===== src/rtl/id_ex_stage_if.sv =====
// Signal bundle between the ID stage, the forwarding sources and the ID/EX stage.
// master drives ID fields, pipeline controls and forwarding taps; slave is the stage itself.
interface id_ex_stage_if #(
    parameter int XLEN = 32,
    parameter int REGW = 5
);
    logic            stall;
    logic            flush;
    logic            id_valid;
    logic [XLEN-1:0] id_pc;
    logic [XLEN-1:0] id_rs1_data;
    logic [XLEN-1:0] id_rs2_data;
    logic [XLEN-1:0] id_imm;
    logic [REGW-1:0] id_rs1;
    logic [REGW-1:0] id_rs2;
    logic [REGW-1:0] id_rd;
    logic [3:0]      id_alu_ctrl;
    logic            id_src_a_pc;
    logic            id_src_b_imm;
    logic            id_reg_write;
    logic            id_mem_read;
    logic            id_mem_write;
    logic            exmem_reg_write;
    logic [REGW-1:0] exmem_rd;
    logic [XLEN-1:0] exmem_result;
    logic            memwb_reg_write;
    logic [REGW-1:0] memwb_rd;
    logic [XLEN-1:0] memwb_result;
    logic [XLEN-1:0] alu_a;
    logic [XLEN-1:0] alu_b;
    logic [3:0]      alu_ctrl;
    logic            ex_valid;
    logic [REGW-1:0] ex_rd;
    logic            ex_reg_write;
    logic            ex_mem_read;
    logic            ex_mem_write;
    logic [XLEN-1:0] ex_store_data;
    logic [XLEN-1:0] ex_pc;
    logic            hazard_stall;

    modport master (
        output stall, flush, id_valid, id_pc, id_rs1_data, id_rs2_data, id_imm,
               id_rs1, id_rs2, id_rd, id_alu_ctrl, id_src_a_pc, id_src_b_imm,
               id_reg_write, id_mem_read, id_mem_write,
               exmem_reg_write, exmem_rd, exmem_result,
               memwb_reg_write, memwb_rd, memwb_result,
        input  alu_a, alu_b, alu_ctrl, ex_valid, ex_rd, ex_reg_write, ex_mem_read,
               ex_mem_write, ex_store_data, ex_pc, hazard_stall
    );

    modport slave (
        input  stall, flush, id_valid, id_pc, id_rs1_data, id_rs2_data, id_imm,
               id_rs1, id_rs2, id_rd, id_alu_ctrl, id_src_a_pc, id_src_b_imm,
               id_reg_write, id_mem_read, id_mem_write,
               exmem_reg_write, exmem_rd, exmem_result,
               memwb_reg_write, memwb_rd, memwb_result,
        output alu_a, alu_b, alu_ctrl, ex_valid, ex_rd, ex_reg_write, ex_mem_read,
               ex_mem_write, ex_store_data, ex_pc, hazard_stall
    );
endinterface


===== src/rtl/id_ex_stage.sv =====
// ID/EX pipeline register with EX-side forwarding muxes and load-use hazard detection.
// Feeds the ALU operands/op code directly; operand selection is purely combinational.
module id_ex_stage #(
    parameter int XLEN = 32,
    parameter int REGW = 5
) (
    input  logic         clk,
    input  logic         rst,
    id_ex_stage_if.slave bus
);
    typedef struct packed {
        logic            valid;
        logic [XLEN-1:0] pc;
        logic [XLEN-1:0] rs1_data;
        logic [XLEN-1:0] rs2_data;
        logic [XLEN-1:0] imm;
        logic [REGW-1:0] rs1;
        logic [REGW-1:0] rs2;
        logic [REGW-1:0] rd;
        logic [3:0]      alu_ctrl;
        logic            src_a_pc;
        logic            src_b_imm;
        logic            reg_write;
        logic            mem_read;
        logic            mem_write;
    } ex_fields_t;

    ex_fields_t ex_reg;
    ex_fields_t ex_next;
    logic       hazard_stall;

    // Load in EX whose destination is read by a valid ID instruction.
    assign hazard_stall = ex_reg.valid & ex_reg.mem_read & (ex_reg.rd != '0) & bus.id_valid &
                          ((bus.id_rs1 == ex_reg.rd) | (bus.id_rs2 == ex_reg.rd));

    // Bubbles zero every field, so source indices become x0 and never forward.
    always_comb begin
        ex_next = ex_reg;
        if (bus.flush) begin
            ex_next = '0;
        end else if (bus.stall) begin
            ex_next = ex_reg;
        end else if (hazard_stall) begin
            ex_next = '0;
        end else begin
            ex_next.valid     = bus.id_valid;
            ex_next.pc        = bus.id_pc;
            ex_next.rs1_data  = bus.id_rs1_data;
            ex_next.rs2_data  = bus.id_rs2_data;
            ex_next.imm       = bus.id_imm;
            ex_next.rs1       = bus.id_rs1;
            ex_next.rs2       = bus.id_rs2;
            ex_next.rd        = bus.id_rd;
            ex_next.alu_ctrl  = bus.id_alu_ctrl;
            ex_next.src_a_pc  = bus.id_src_a_pc;
            ex_next.src_b_imm = bus.id_src_b_imm;
            ex_next.reg_write = bus.id_reg_write & bus.id_valid;
            ex_next.mem_read  = bus.id_mem_read  & bus.id_valid;
            ex_next.mem_write = bus.id_mem_write & bus.id_valid;
        end
    end

    always_ff @(posedge clk) begin
        if (rst) begin
            ex_reg <= '0;
        end else begin
            ex_reg <= ex_next;
        end
    end

    logic [REGW-1:0] src_idx  [2];
    logic [XLEN-1:0] src_data [2];
    logic [XLEN-1:0] fwd_data [2];

    assign src_idx[0]  = ex_reg.rs1;
    assign src_idx[1]  = ex_reg.rs2;
    assign src_data[0] = ex_reg.rs1_data;
    assign src_data[1] = ex_reg.rs2_data;

    // EX/MEM is younger than MEM/WB, so it wins when both target the same register.
    generate
        for (genvar gi = 0; gi < 2; gi++) begin : g_fwd
            logic exmem_hit;
            logic memwb_hit;
            assign exmem_hit = bus.exmem_reg_write & (bus.exmem_rd != '0) &
                               (bus.exmem_rd == src_idx[gi]);
            assign memwb_hit = bus.memwb_reg_write & (bus.memwb_rd != '0) &
                               (bus.memwb_rd == src_idx[gi]);
            assign fwd_data[gi] = exmem_hit ? bus.exmem_result :
                                  memwb_hit ? bus.memwb_result : src_data[gi];
        end
    endgenerate

    assign bus.alu_a         = ex_reg.src_a_pc  ? ex_reg.pc  : fwd_data[0];
    assign bus.alu_b         = ex_reg.src_b_imm ? ex_reg.imm : fwd_data[1];
    assign bus.ex_store_data = fwd_data[1];
    assign bus.alu_ctrl      = ex_reg.alu_ctrl;
    assign bus.ex_valid      = ex_reg.valid;
    assign bus.ex_rd         = ex_reg.rd;
    assign bus.ex_reg_write  = ex_reg.valid & ex_reg.reg_write;
    assign bus.ex_mem_read   = ex_reg.valid & ex_reg.mem_read;
    assign bus.ex_mem_write  = ex_reg.valid & ex_reg.mem_write;
    assign bus.ex_pc         = ex_reg.pc;
    assign bus.hazard_stall  = hazard_stall;
endmodule

===== src/flat_wrapper.sv =====
// flat-port wrapper written by rule: the top's interface ports become plain ports
module id_ex_stage_flat 
#(
    parameter int XLEN = 32,
    parameter int REGW = 5
)
  (clk, rst, bus_stall, bus_flush, bus_id_valid, bus_id_pc, bus_id_rs1_data, bus_id_rs2_data, bus_id_imm, bus_id_rs1, bus_id_rs2, bus_id_rd, bus_id_alu_ctrl, bus_id_src_a_pc, bus_id_src_b_imm, bus_id_reg_write, bus_id_mem_read, bus_id_mem_write, bus_exmem_reg_write, bus_exmem_rd, bus_exmem_result, bus_memwb_reg_write, bus_memwb_rd, bus_memwb_result, bus_alu_a, bus_alu_b, bus_alu_ctrl, bus_ex_valid, bus_ex_rd, bus_ex_reg_write, bus_ex_mem_read, bus_ex_mem_write, bus_ex_store_data, bus_ex_pc, bus_hazard_stall);
  id_ex_stage_if #(.XLEN(XLEN), .REGW(REGW)) bus_i ();
  input  logic clk;
  input  logic rst;
  input wire logic [$bits(bus_i.stall)-1:0] bus_stall;
  input wire logic [$bits(bus_i.flush)-1:0] bus_flush;
  input wire logic [$bits(bus_i.id_valid)-1:0] bus_id_valid;
  input wire logic [$bits(bus_i.id_pc)-1:0] bus_id_pc;
  input wire logic [$bits(bus_i.id_rs1_data)-1:0] bus_id_rs1_data;
  input wire logic [$bits(bus_i.id_rs2_data)-1:0] bus_id_rs2_data;
  input wire logic [$bits(bus_i.id_imm)-1:0] bus_id_imm;
  input wire logic [$bits(bus_i.id_rs1)-1:0] bus_id_rs1;
  input wire logic [$bits(bus_i.id_rs2)-1:0] bus_id_rs2;
  input wire logic [$bits(bus_i.id_rd)-1:0] bus_id_rd;
  input wire logic [$bits(bus_i.id_alu_ctrl)-1:0] bus_id_alu_ctrl;
  input wire logic [$bits(bus_i.id_src_a_pc)-1:0] bus_id_src_a_pc;
  input wire logic [$bits(bus_i.id_src_b_imm)-1:0] bus_id_src_b_imm;
  input wire logic [$bits(bus_i.id_reg_write)-1:0] bus_id_reg_write;
  input wire logic [$bits(bus_i.id_mem_read)-1:0] bus_id_mem_read;
  input wire logic [$bits(bus_i.id_mem_write)-1:0] bus_id_mem_write;
  input wire logic [$bits(bus_i.exmem_reg_write)-1:0] bus_exmem_reg_write;
  input wire logic [$bits(bus_i.exmem_rd)-1:0] bus_exmem_rd;
  input wire logic [$bits(bus_i.exmem_result)-1:0] bus_exmem_result;
  input wire logic [$bits(bus_i.memwb_reg_write)-1:0] bus_memwb_reg_write;
  input wire logic [$bits(bus_i.memwb_rd)-1:0] bus_memwb_rd;
  input wire logic [$bits(bus_i.memwb_result)-1:0] bus_memwb_result;
  output wire logic [$bits(bus_i.alu_a)-1:0] bus_alu_a;
  output wire logic [$bits(bus_i.alu_b)-1:0] bus_alu_b;
  output wire logic [$bits(bus_i.alu_ctrl)-1:0] bus_alu_ctrl;
  output wire logic [$bits(bus_i.ex_valid)-1:0] bus_ex_valid;
  output wire logic [$bits(bus_i.ex_rd)-1:0] bus_ex_rd;
  output wire logic [$bits(bus_i.ex_reg_write)-1:0] bus_ex_reg_write;
  output wire logic [$bits(bus_i.ex_mem_read)-1:0] bus_ex_mem_read;
  output wire logic [$bits(bus_i.ex_mem_write)-1:0] bus_ex_mem_write;
  output wire logic [$bits(bus_i.ex_store_data)-1:0] bus_ex_store_data;
  output wire logic [$bits(bus_i.ex_pc)-1:0] bus_ex_pc;
  output wire logic [$bits(bus_i.hazard_stall)-1:0] bus_hazard_stall;
  assign bus_i.stall = bus_stall;
  assign bus_i.flush = bus_flush;
  assign bus_i.id_valid = bus_id_valid;
  assign bus_i.id_pc = bus_id_pc;
  assign bus_i.id_rs1_data = bus_id_rs1_data;
  assign bus_i.id_rs2_data = bus_id_rs2_data;
  assign bus_i.id_imm = bus_id_imm;
  assign bus_i.id_rs1 = bus_id_rs1;
  assign bus_i.id_rs2 = bus_id_rs2;
  assign bus_i.id_rd = bus_id_rd;
  assign bus_i.id_alu_ctrl = bus_id_alu_ctrl;
  assign bus_i.id_src_a_pc = bus_id_src_a_pc;
  assign bus_i.id_src_b_imm = bus_id_src_b_imm;
  assign bus_i.id_reg_write = bus_id_reg_write;
  assign bus_i.id_mem_read = bus_id_mem_read;
  assign bus_i.id_mem_write = bus_id_mem_write;
  assign bus_i.exmem_reg_write = bus_exmem_reg_write;
  assign bus_i.exmem_rd = bus_exmem_rd;
  assign bus_i.exmem_result = bus_exmem_result;
  assign bus_i.memwb_reg_write = bus_memwb_reg_write;
  assign bus_i.memwb_rd = bus_memwb_rd;
  assign bus_i.memwb_result = bus_memwb_result;
  assign bus_alu_a = bus_i.alu_a;
  assign bus_alu_b = bus_i.alu_b;
  assign bus_alu_ctrl = bus_i.alu_ctrl;
  assign bus_ex_valid = bus_i.ex_valid;
  assign bus_ex_rd = bus_i.ex_rd;
  assign bus_ex_reg_write = bus_i.ex_reg_write;
  assign bus_ex_mem_read = bus_i.ex_mem_read;
  assign bus_ex_mem_write = bus_i.ex_mem_write;
  assign bus_ex_store_data = bus_i.ex_store_data;
  assign bus_ex_pc = bus_i.ex_pc;
  assign bus_hazard_stall = bus_i.hazard_stall;
  id_ex_stage #(.XLEN(XLEN), .REGW(REGW)) u_core (.clk(clk), .rst(rst), .bus(bus_i));
endmodule

===== config.mk =====
export PLATFORM = sky130hd
export DESIGN_NAME = id_ex_stage_flat
export DESIGN_NICKNAME = d
export VERILOG_FILES = /design/src/rtl/id_ex_stage_if.sv /design/src/rtl/id_ex_stage.sv /design/src/flat_wrapper.sv
export SDC_FILE = /design/constraint.sdc
export NUM_CORES = 1
export LEC_CHECK = 0
export BUFFER_PORTS_ARGS = -buffer_cell sky130_fd_sc_hd__buf_2
export CAP_MARGIN = 20
export CORE_MARGIN = 3
export CORE_UTILIZATION = 25
export DETAILED_ROUTE_END_ITERATION = 8
export PLACE_DENSITY = 0.5
export SLEW_MARGIN = 10
export SYNTH_ARGS = -nofsm -noshare
export SYNTH_HDL_FRONTEND = slang
export SYNTH_SLANG_ARGS = --single-unit
export TNS_END_PERCENT = 100

===== constraint.sdc =====
create_clock -name clk -period 2.84 [get_ports clk]
set_input_delay 0 -clock clk [delete_from_list [all_inputs] [get_ports clk]]
set_output_delay 0 -clock clk [all_outputs]
set_load 0.01 [all_outputs]

==> results of run 1 <==
[routing by layer]
layer	up-vias	part of all wire [%]	global-route usage, %
met1	3878	43	24.20
met5	-	0	0
met4	0	2.0	5.834
li1	3875	-	-
met3	42	6.5	4.723
met2	337	49	33.51
[through the flow]
stage | instance area [um^2] | setup WS [ps]
global route | 11710 | 26.25
global placement | 9589 | 450.3
detailed placement | 9589 | 409.8
finish | 11710 | 149.3
floorplan | 7599 | 627.8
CTS | 11660 | 18.61
[worst register-to-register path: stages, from the launching register on]
cell	delay (ps)
sky130_fd_sc_hd__dfxtp_1	370
sky130_fd_sc_hd__or4_1	580
sky130_fd_sc_hd__o211a_1	270
sky130_fd_sc_hd__a2111oi_4	530
sky130_fd_sc_hd__buf_12	350
sky130_fd_sc_hd__a22o_1	340
[kinds of logic (layout without fill, tap and decap cells)]
kind of cell | count (synthesis) | after routing | share of synthesized area (%)
flops | 153 | 153 | 40.31
simple gates | 126 | 126 | 9.468
compound gates | 287 | 287 | 28.73
mux | 61 | 61 | 8.513
other cells | 0 | 1 | 0
xor+xnor | 30 | 30 | 3.458
buf+inv | 147 | 611 | 9.517
[worst max-delay path by stage]
stage | from | to | slack (ps)
floorplan | u_core.bus.ex_rd[1] | u_core.ex_reg[100] | 630
global placement | u_core.bus.ex_rd[1] | u_core.ex_reg[26] | 450
detailed placement | u_core.bus.ex_rd[1] | u_core.ex_reg[71] | 410
CTS | u_core.ex_reg[16] | bus_ex_store_data[18] | 20
global route | u_core.ex_reg[22] | bus_alu_a[11] | 30
finish | u_core.ex_reg[20] | bus_alu_a[30] | 150
[cells in the mapped netlist]
library cell,instances,area share (%)
sky130_fd_sc_hd__a2111oi_4,1,0.36
sky130_fd_sc_hd__a21oi_1,32,2.1
sky130_fd_sc_hd__a221oi_1,3,0.35
sky130_fd_sc_hd__a22o_1,150,17
sky130_fd_sc_hd__a31oi_1,29,2.4
sky130_fd_sc_hd__a32o_1,3,0.40
sky130_fd_sc_hd__and2_1,4,0.33
sky130_fd_sc_hd__and3_1,3,0.25
sky130_fd_sc_hd__buf_1,1,0.049
sky130_fd_sc_hd__buf_2,11,0.72
sky130_fd_sc_hd__buf_4,42,4.1
sky130_fd_sc_hd__clkbuf_1,64,3.2
sky130_fd_sc_hd__dfxtp_1,153,40
sky130_fd_sc_hd__inv_1,29,1.4
sky130_fd_sc_hd__mux2_2,29,4.3
sky130_fd_sc_hd__mux2i_1,32,4.2
sky130_fd_sc_hd__nand2_1,5,0.25
sky130_fd_sc_hd__nand2b_1,32,2.6
sky130_fd_sc_hd__nand3_1,3,0.20
sky130_fd_sc_hd__nand4_1,3,0.25
sky130_fd_sc_hd__nor2_1,9,0.44
sky130_fd_sc_hd__nor2b_1,1,0.082
sky130_fd_sc_hd__nor3_1,29,1.9
sky130_fd_sc_hd__nor3b_1,1,0.099
sky130_fd_sc_hd__nor4_1,1,0.082
sky130_fd_sc_hd__o211a_1,1,0.13
sky130_fd_sc_hd__o211ai_1,2,0.20
sky130_fd_sc_hd__o21ai_0,30,2.0
sky130_fd_sc_hd__o22ai_1,1,0.082
sky130_fd_sc_hd__o31ai_1,35,3.5
sky130_fd_sc_hd__or2_2,2,0.16
sky130_fd_sc_hd__or3_1,29,2.4
sky130_fd_sc_hd__or4_1,4,0.40
sky130_fd_sc_hd__xnor2_1,26,3.0
sky130_fd_sc_hd__xor2_1,4,0.46
[layout make-up]
cell class	count	share of cell area, %
Tap cell	390	4.168
Clock inverter	13	0.9083
Clock buffer	19	3.697
Multi-Input combinational cell	504	32.93
Timing Repair Buffer	550	31.14
Inverter	29	0.9297
Sequential cell	153	26.20
Antenna cell	1	0.02137
[power by group through the flow]
stage	clock network [uW]	registers [uW]	logic, uW
after floorplan	0	2300	399
after global placement	0	2330	767
after detailed placement	0	2330	771
after CTS	2290	2280	944
after global routing	2360	2290	1030
final	2200	2280	945
[timing repair]
item | in CTS | in global routing
endpoints found under the hold margin | 153 | 0
setup buffers | 0 | 2
resized for setup | 0 | 6
hold buffers | 153 | 0
setup endpoints to repair | 0 | 24
==> metrics list, run 1 <==
* Avg Cell Area, Syn: 9.451 um^2
* Cell-by-cell listing of the critical path: xnor2_1 > nand3_1 > or4_2 > buf_4 > o31ai_1 > a21oi_1 > buf_2
- Setup CP Type: reg2out
- Status: completed
* Total area of sequential cells: 3068 um^2
- Final sum of negative setup slack: 0 ps
* Type of element capturing the critical path: output pin
- Net switching is between 20 and 30% of the power.
- Worst slew margin: 45.16%
* R2R Path Start: u_core.bus.ex_rd[1]
- Leaving out fill and tap cells, the most frequent cell in the layout is sky130_fd_sc_hd__buf_2.
- Insertion delay of the later-clocked pin in the worst-skew pair: 420 ps
* Final cell count without fillers: 1659
- Synthesis instantiated 35 different standard cells from the library.
- Count of mapped cells out of synthesis: ~800
- Drc violations: 0
- Data on the critical path arrives at its endpoint at 2690 ps.
- The number of placed instances, taps included, is between 1k and 1.5k.
- Max-slew violation count: 0
- First-pass GRT wire length: about 50000 um
- Clock-pin slew was measured on the worst setup and hold paths at ~70 ps.
- The slowest stage of the critical path belongs to the cell sky130_fd_sc_hd__or4_2.
- Counting every net in the synthesized netlist gives 1037.
- Number of buffer and inverter stages on the critical path: 2
- Start point of the worst min-delay path: bus_stall
* Critical Path Source Type: register
* Largest fanout on the critical path: 16
- Clock tree buffer depth: 2
* Register share of total power: between 40% and 50%
- Total CTS buffers: 17
- Once the floorplan was initialized, standard cells occupied roughly 26% of the core.
- Internal Dissipation: between 3000 and 4000 uW
- Cells fill between 30% and 40% of the core in the end.
* Multi-input gate area in the final layout: between 3000 and 4000 um^2
- Counting instances, the worst hold path has a depth of 4.
- Routed wire length per instance: between 15 and 20 um
- Based on the critical path, the design can be clocked at up to between 0.3 and 0.4 GHz.
* Worst flop-to-flop path endpoint: u_core.ex_reg[112]
- Worst hold margin: ~160 ps
* Proportion of power drawn by the clock network: about 40%
* Clock tree from TritonCTS: yes
- The first detailed-routing pass took 5 iterations.
- Logic gate share of total power: 17.4%
- Number of top-level pins: 375
* Net total in the final layout: 1488
- For the pin with the worst max-slew slack, the measured transition is 822.6 ps.
- Leakage power summed over all cells: 0.005227 uW
- Total number of clock tree sinks: roughly 150
* Area enclosed by the die boundary: 32520 um^2
* GP Congestion: about 0.82
- Synthesis Warnings: 0
- CP top delay family: simple AND/OR/NAND/NOR gates
* Worst Reg-to-Reg Cells: 5
* Core Area: between 20000 and 30000 um^2
* Post-synth design cell area: between 7000 and 8000 um^2
* Deepest level of the CTS H-tree: 4
- Summing over every cut layer, the via total after detailed routing is approximately 8.1k.
- HPWL after detailed placement: 22350 um
* Pin count of the biggest net entering global routing: around 150
- Antenna Nets Post-Route: 0
* Max FFs per register: 111
- Clock tree root driver cell: sky130_fd_sc_hd__clkbuf_16
- Number of cells on the critical path: 7
* Worst R2R Setup Slack: 350 ps
* Number of buffers inserted by port buffering: about 370
- Worst min-delay path class: in2reg
* Overall routed net length: roughly 33000 um
- Area growth from synthesis to layout: 54.09%
- Global routing finished with a remaining overflow of 0.
* Share of layout cells above drive strength 1: between 30% and 40%
- Synthesis inferred 153 register bits.
* Highest cell delay on the worst timing path: 600 ps
- At the worst endpoint, the required time is ~2800 ps.
* Total power after layout: roughly 5400 uW
* Die outline width: 180.3 um
* Skew final: roughly 9 ps
- The filler cells instantiated in the layout total between 3k and 4k.
- Sequential element share of the synthesized area: between 40 and 50%
* Min Clock Period, post-route: 2691 ps
* Row count: 63
- Iter 0 DRT Violations: a little under 400
- For this design the ratio of total power to cell area is about 460 nW/um^2.
* Setup repair after global routing missed its margin: no
- Across every metal layer, demand over resource in global routing totals 19.50%.
- The via count of the first global-routing pass is roughly 8.5k.
* # Max-Cap Violations: 0
* Initial antenna violation count: 1
- Switching power summed over all nets: between 1500 and 2000 uW
* Worst hold endpoint: u_core.ex_reg[16]
- Chip height: 180.3 um
- VDD sags by at most approximately 0.38 mV.
- Leaving out fill and tap cells, the most frequent cells in the layout are sky130_fd_sc_hd__buf_2 (374), sky130_fd_sc_hd__dlygate4sd3_1 (153), sky130_fd_sc_hd__dfxtp_1 (151).
* Final Cycle Share: between 90% and 100%
- The final hold violation count was 0.
- In the routed layout, each cell is associated on average with a via count of 4.902.
* # setup viols final: 0
Note: power is estimated with default switching activity, not from simulation.
==> run 2: changes to the inputs <==
==> constraint.sdc (replaced) <==
create_clock -name clk -period 3.3 [get_ports clk]
set_input_delay 0 -clock clk [delete_from_list [all_inputs] [get_ports clk]]
set_output_delay 0 -clock clk [all_outputs]
set_load 0.01 [all_outputs]
==> metrics list, run 2 (synthesis gave the netlist of run 1 again) <==
* Status: completed
- The flip-flop count of the largest register, all copies and words added came to 111 (unchanged).
* Post-CTS setup buffer count: 0 (unchanged)
- First-pass GRT wire length: 50450 um (+0.56%)
- Overall routed net length: 32850 um (+0.97%)
- Deepest level of the CTS H-tree: 4 (unchanged)
- The core area was 29800 um^2 (unchanged).
* Clock tree root driver cell: sky130_fd_sc_hd__clkbuf_16
* Switching power summed over all nets: 1370 uW (-9.0%)
- Pin count of the biggest net entering global routing: 154 (unchanged)
- The die width was 180.3 um (unchanged).
* Total global-route track usage: 19.62% (+0.12 points)
* # setup viols final: 0 (unchanged)
- Share of layout cells above drive strength 1: 36.34% (-0.65 points)
- Data required time of the critical path: 3300 ps (+460 ps)
* Final Cycle Share: 89.64%
* HPWL after detailed placement: 22200 um (-0.68%)
- The initial core utilization is 25.50% (unchanged).
- The number of ports placed on the die boundary is 375 (unchanged).
- The initial antenna violation count was 1 (unchanged).
* Clock input transition at the sequential cells of the worst setup and hold paths: 70 ps (about the same)
* Pre-antenna DRT Iters: 4 (-1)
* Insertion delay of the later-clocked pin in the worst-skew pair: 430 ps (about the same)
- Commonest cells after routing, fill and taps aside: sky130_fd_sc_hd__buf_2 (374), sky130_fd_sc_hd__dlygate4sd3_1 (156), sky130_fd_sc_hd__dfxtp_1 (151)
* Worst slew margin: 44.41% (-0.75 points)
- The via count came to 8134 (+0.025%).
* Max Fclk: ~0.34 GHz
- Register share of total power: 41.2% (-0.9 points)
* Total number of clock tree sinks: 153 (unchanged)
- The combinational share of power came to 17.0% (-0.4 points).
- The y dimension of the die came to 180.3 um (unchanged).
- The min-delay analysis places its worst path in the category in2reg.
- The internal cell power came to 3386 uW (-13%).
* # Max-Cap Violations: 0 (unchanged)
- Clock tree buffer depth: 2 (unchanged)
* Area growth from synthesis to layout: 53.80%
- The part of the power in the clock network is 41.8% (+1.3 points).
- Worst vdd ir: 0.3037 mV (-20%)
* Post-detailed-placement cell area: 9537 um^2 (-0.55%)
* Total CTS buffers: 17 (unchanged)
- CTS hold repair buffers: 156 (+2.0%)
* Row count: 63 (unchanged)
* Final Cell Area: 11690 um^2 (-0.19%)
- Area enclosed by the die boundary: 32520 um^2 (unchanged)
* Number of global-route vias before repair: 8549 (+0.41%)
* Final Hold Fails: 0 (unchanged)
* CP Data Arrival Time: 2960 ps (+270 ps)
* Final sum of negative setup slack: 0 ps (unchanged)
- STA classifies the critical path startpoint as a register.
- Number of vias per cell after detailed routing: 4.918 (+0.33%)
- The slew at the pin closest to its max-slew limit came to 833.8 ps (+11.19 ps).
- Max-slew violation count: 0 (unchanged)
- STA classifies the critical path endpoint as an output pin.
- Largest fanout on the critical path: 18 (+2)
* Leakage power summed over all cells: 0.005220 uW (-0.13%)
* Skew final: 11.35 ps (+2.138 ps)
- Drc violations: 0 (unchanged)
- Setup repair after global routing left no endpoint under its margin.
- The weighted congestion at the end of routability-driven global placement is 0.8465 (+2.6%).
- Most common library cell in the layout ignoring fill and taps: sky130_fd_sc_hd__buf_2
- Clock tree from TritonCTS: yes
- Min Clock Period, post-route: a little under 3000 ps
* Power Dens Cells: 406.9 nW/um^2 (-12%)
- The global-route congestion overflow total was 0 (unchanged).
- The number of DRC violations after detailed-routing iteration 0 came to 332 (-15%).
* Antenna Nets Post-Route: 0 (unchanged)
* Net switching share of the total power: 28.81% (+1.0 points)
- Post-cts sizing count: 0 (unchanged)
- The detail-routed net length per standard cell was 19.86 um (+1.3%).
- The number of nets in the final layout was 1483 (-0.34%).
- Number of buffers inserted by port buffering: 374 (unchanged)
- The setup path with the least slack is of type reg2out.
==> run 2: cell types whose count changed in the layout (fill, tap and decap cells not counted), moves of 2 or more <==
cell | previous run | this run
sky130_fd_sc_hd__inv_6 | 0 | 6
sky130_fd_sc_hd__dlygate4sd3_1 | 153 | 156
sky130_fd_sc_hd__buf_6 | 2 | 0
sky130_fd_sc_hd__clkinv_2 | 6 | 1
sky130_fd_sc_hd__clkbuf_1 | 2 | 0
sky130_fd_sc_hd__buf_4 | 16 | 9
==> run 2: path summary, 6_finish.rpt <==
| check | from | end | slack (ps) | cells past startpoint |
|---|---|---|---|---|
| worst min register to register | u_core.ex_reg[75] | u_core.ex_reg[75] | 470 | 1 |
| worst max-delay path | u_core.ex_reg[20] | bus_alu_a[0] | 340 | 7 |
| worst min-delay path | bus_stall | u_core.bus.ex_rd[2] | 240 | 4 |
| worst max register to register | u_core.bus.ex_rd[1] | u_core.ex_reg[0] | 360 | 6 |
==> run 2: routing by layer <==
metal / GRT usage [%] / wire length [um] / vias up
li1: - / - / 3870
met1: 23.68 / 13930 / 3934
met2: 34.98 / 16330 / 300
met3: 4.400 / 2022 / 30
met4: 5.527 / 565 / 0
met5: 0 / 0 / -
==> run 2: worst max-delay path: stages, from the launching register on <==
cell                      delay, ps
sky130_fd_sc_hd__dfxtp_1        410
sky130_fd_sc_hd__xnor2_1        140
sky130_fd_sc_hd__nand3_1        110
sky130_fd_sc_hd__or4_2          870
sky130_fd_sc_hd__nor2b_4        340
sky130_fd_sc_hd__buf_12         220
sky130_fd_sc_hd__a21oi_1        230
sky130_fd_sc_hd__buf_2          180
==> run 2: metrics by stage <==
stage	setup slack, ps	cells	power (uW)	hold WS, ps	utilization (%)
4_1_cts	278.1	1652	4827	241.4	39.15
3_5_place_dp	776.2	1464	2660	218.6	32.01
6_report	341.8	1654	4756	236.2	39.22
3_3_place_gp	739.6	1464	2658	215.5	32.01
5_1_grt	203.2	1653	4958	261.3	39.21
2_1_floorplan	1088	804	2320	132.6	-
==> run 2: layout make-up <==
type                            instances  area (um^2)
Multi-Input combinational cell        504         3832
Sequential cell                       153         3068
Fill cell                            3038        18110
Clock buffer                           17        425.4
Antenna cell                            1        2.502
Timing Repair Buffer                  545         3621
Tap cell                              390        488.0
Inverter                               29        108.9
Clock inverter                         15        140.1
==> run 2: power by group through the flow <==
stage | sequential (uW) | clock (uW) | combinational [uW]
2_1_floorplan | 1980 | 0 | 344
4_1_cts | 1960 | 2060 | 808
3_3_place_gp | 2000 | 0 | 655
5_1_grt | 1970 | 2110 | 879
3_5_place_dp | 2000 | 0 | 657
6_report | 1960 | 1990 | 809
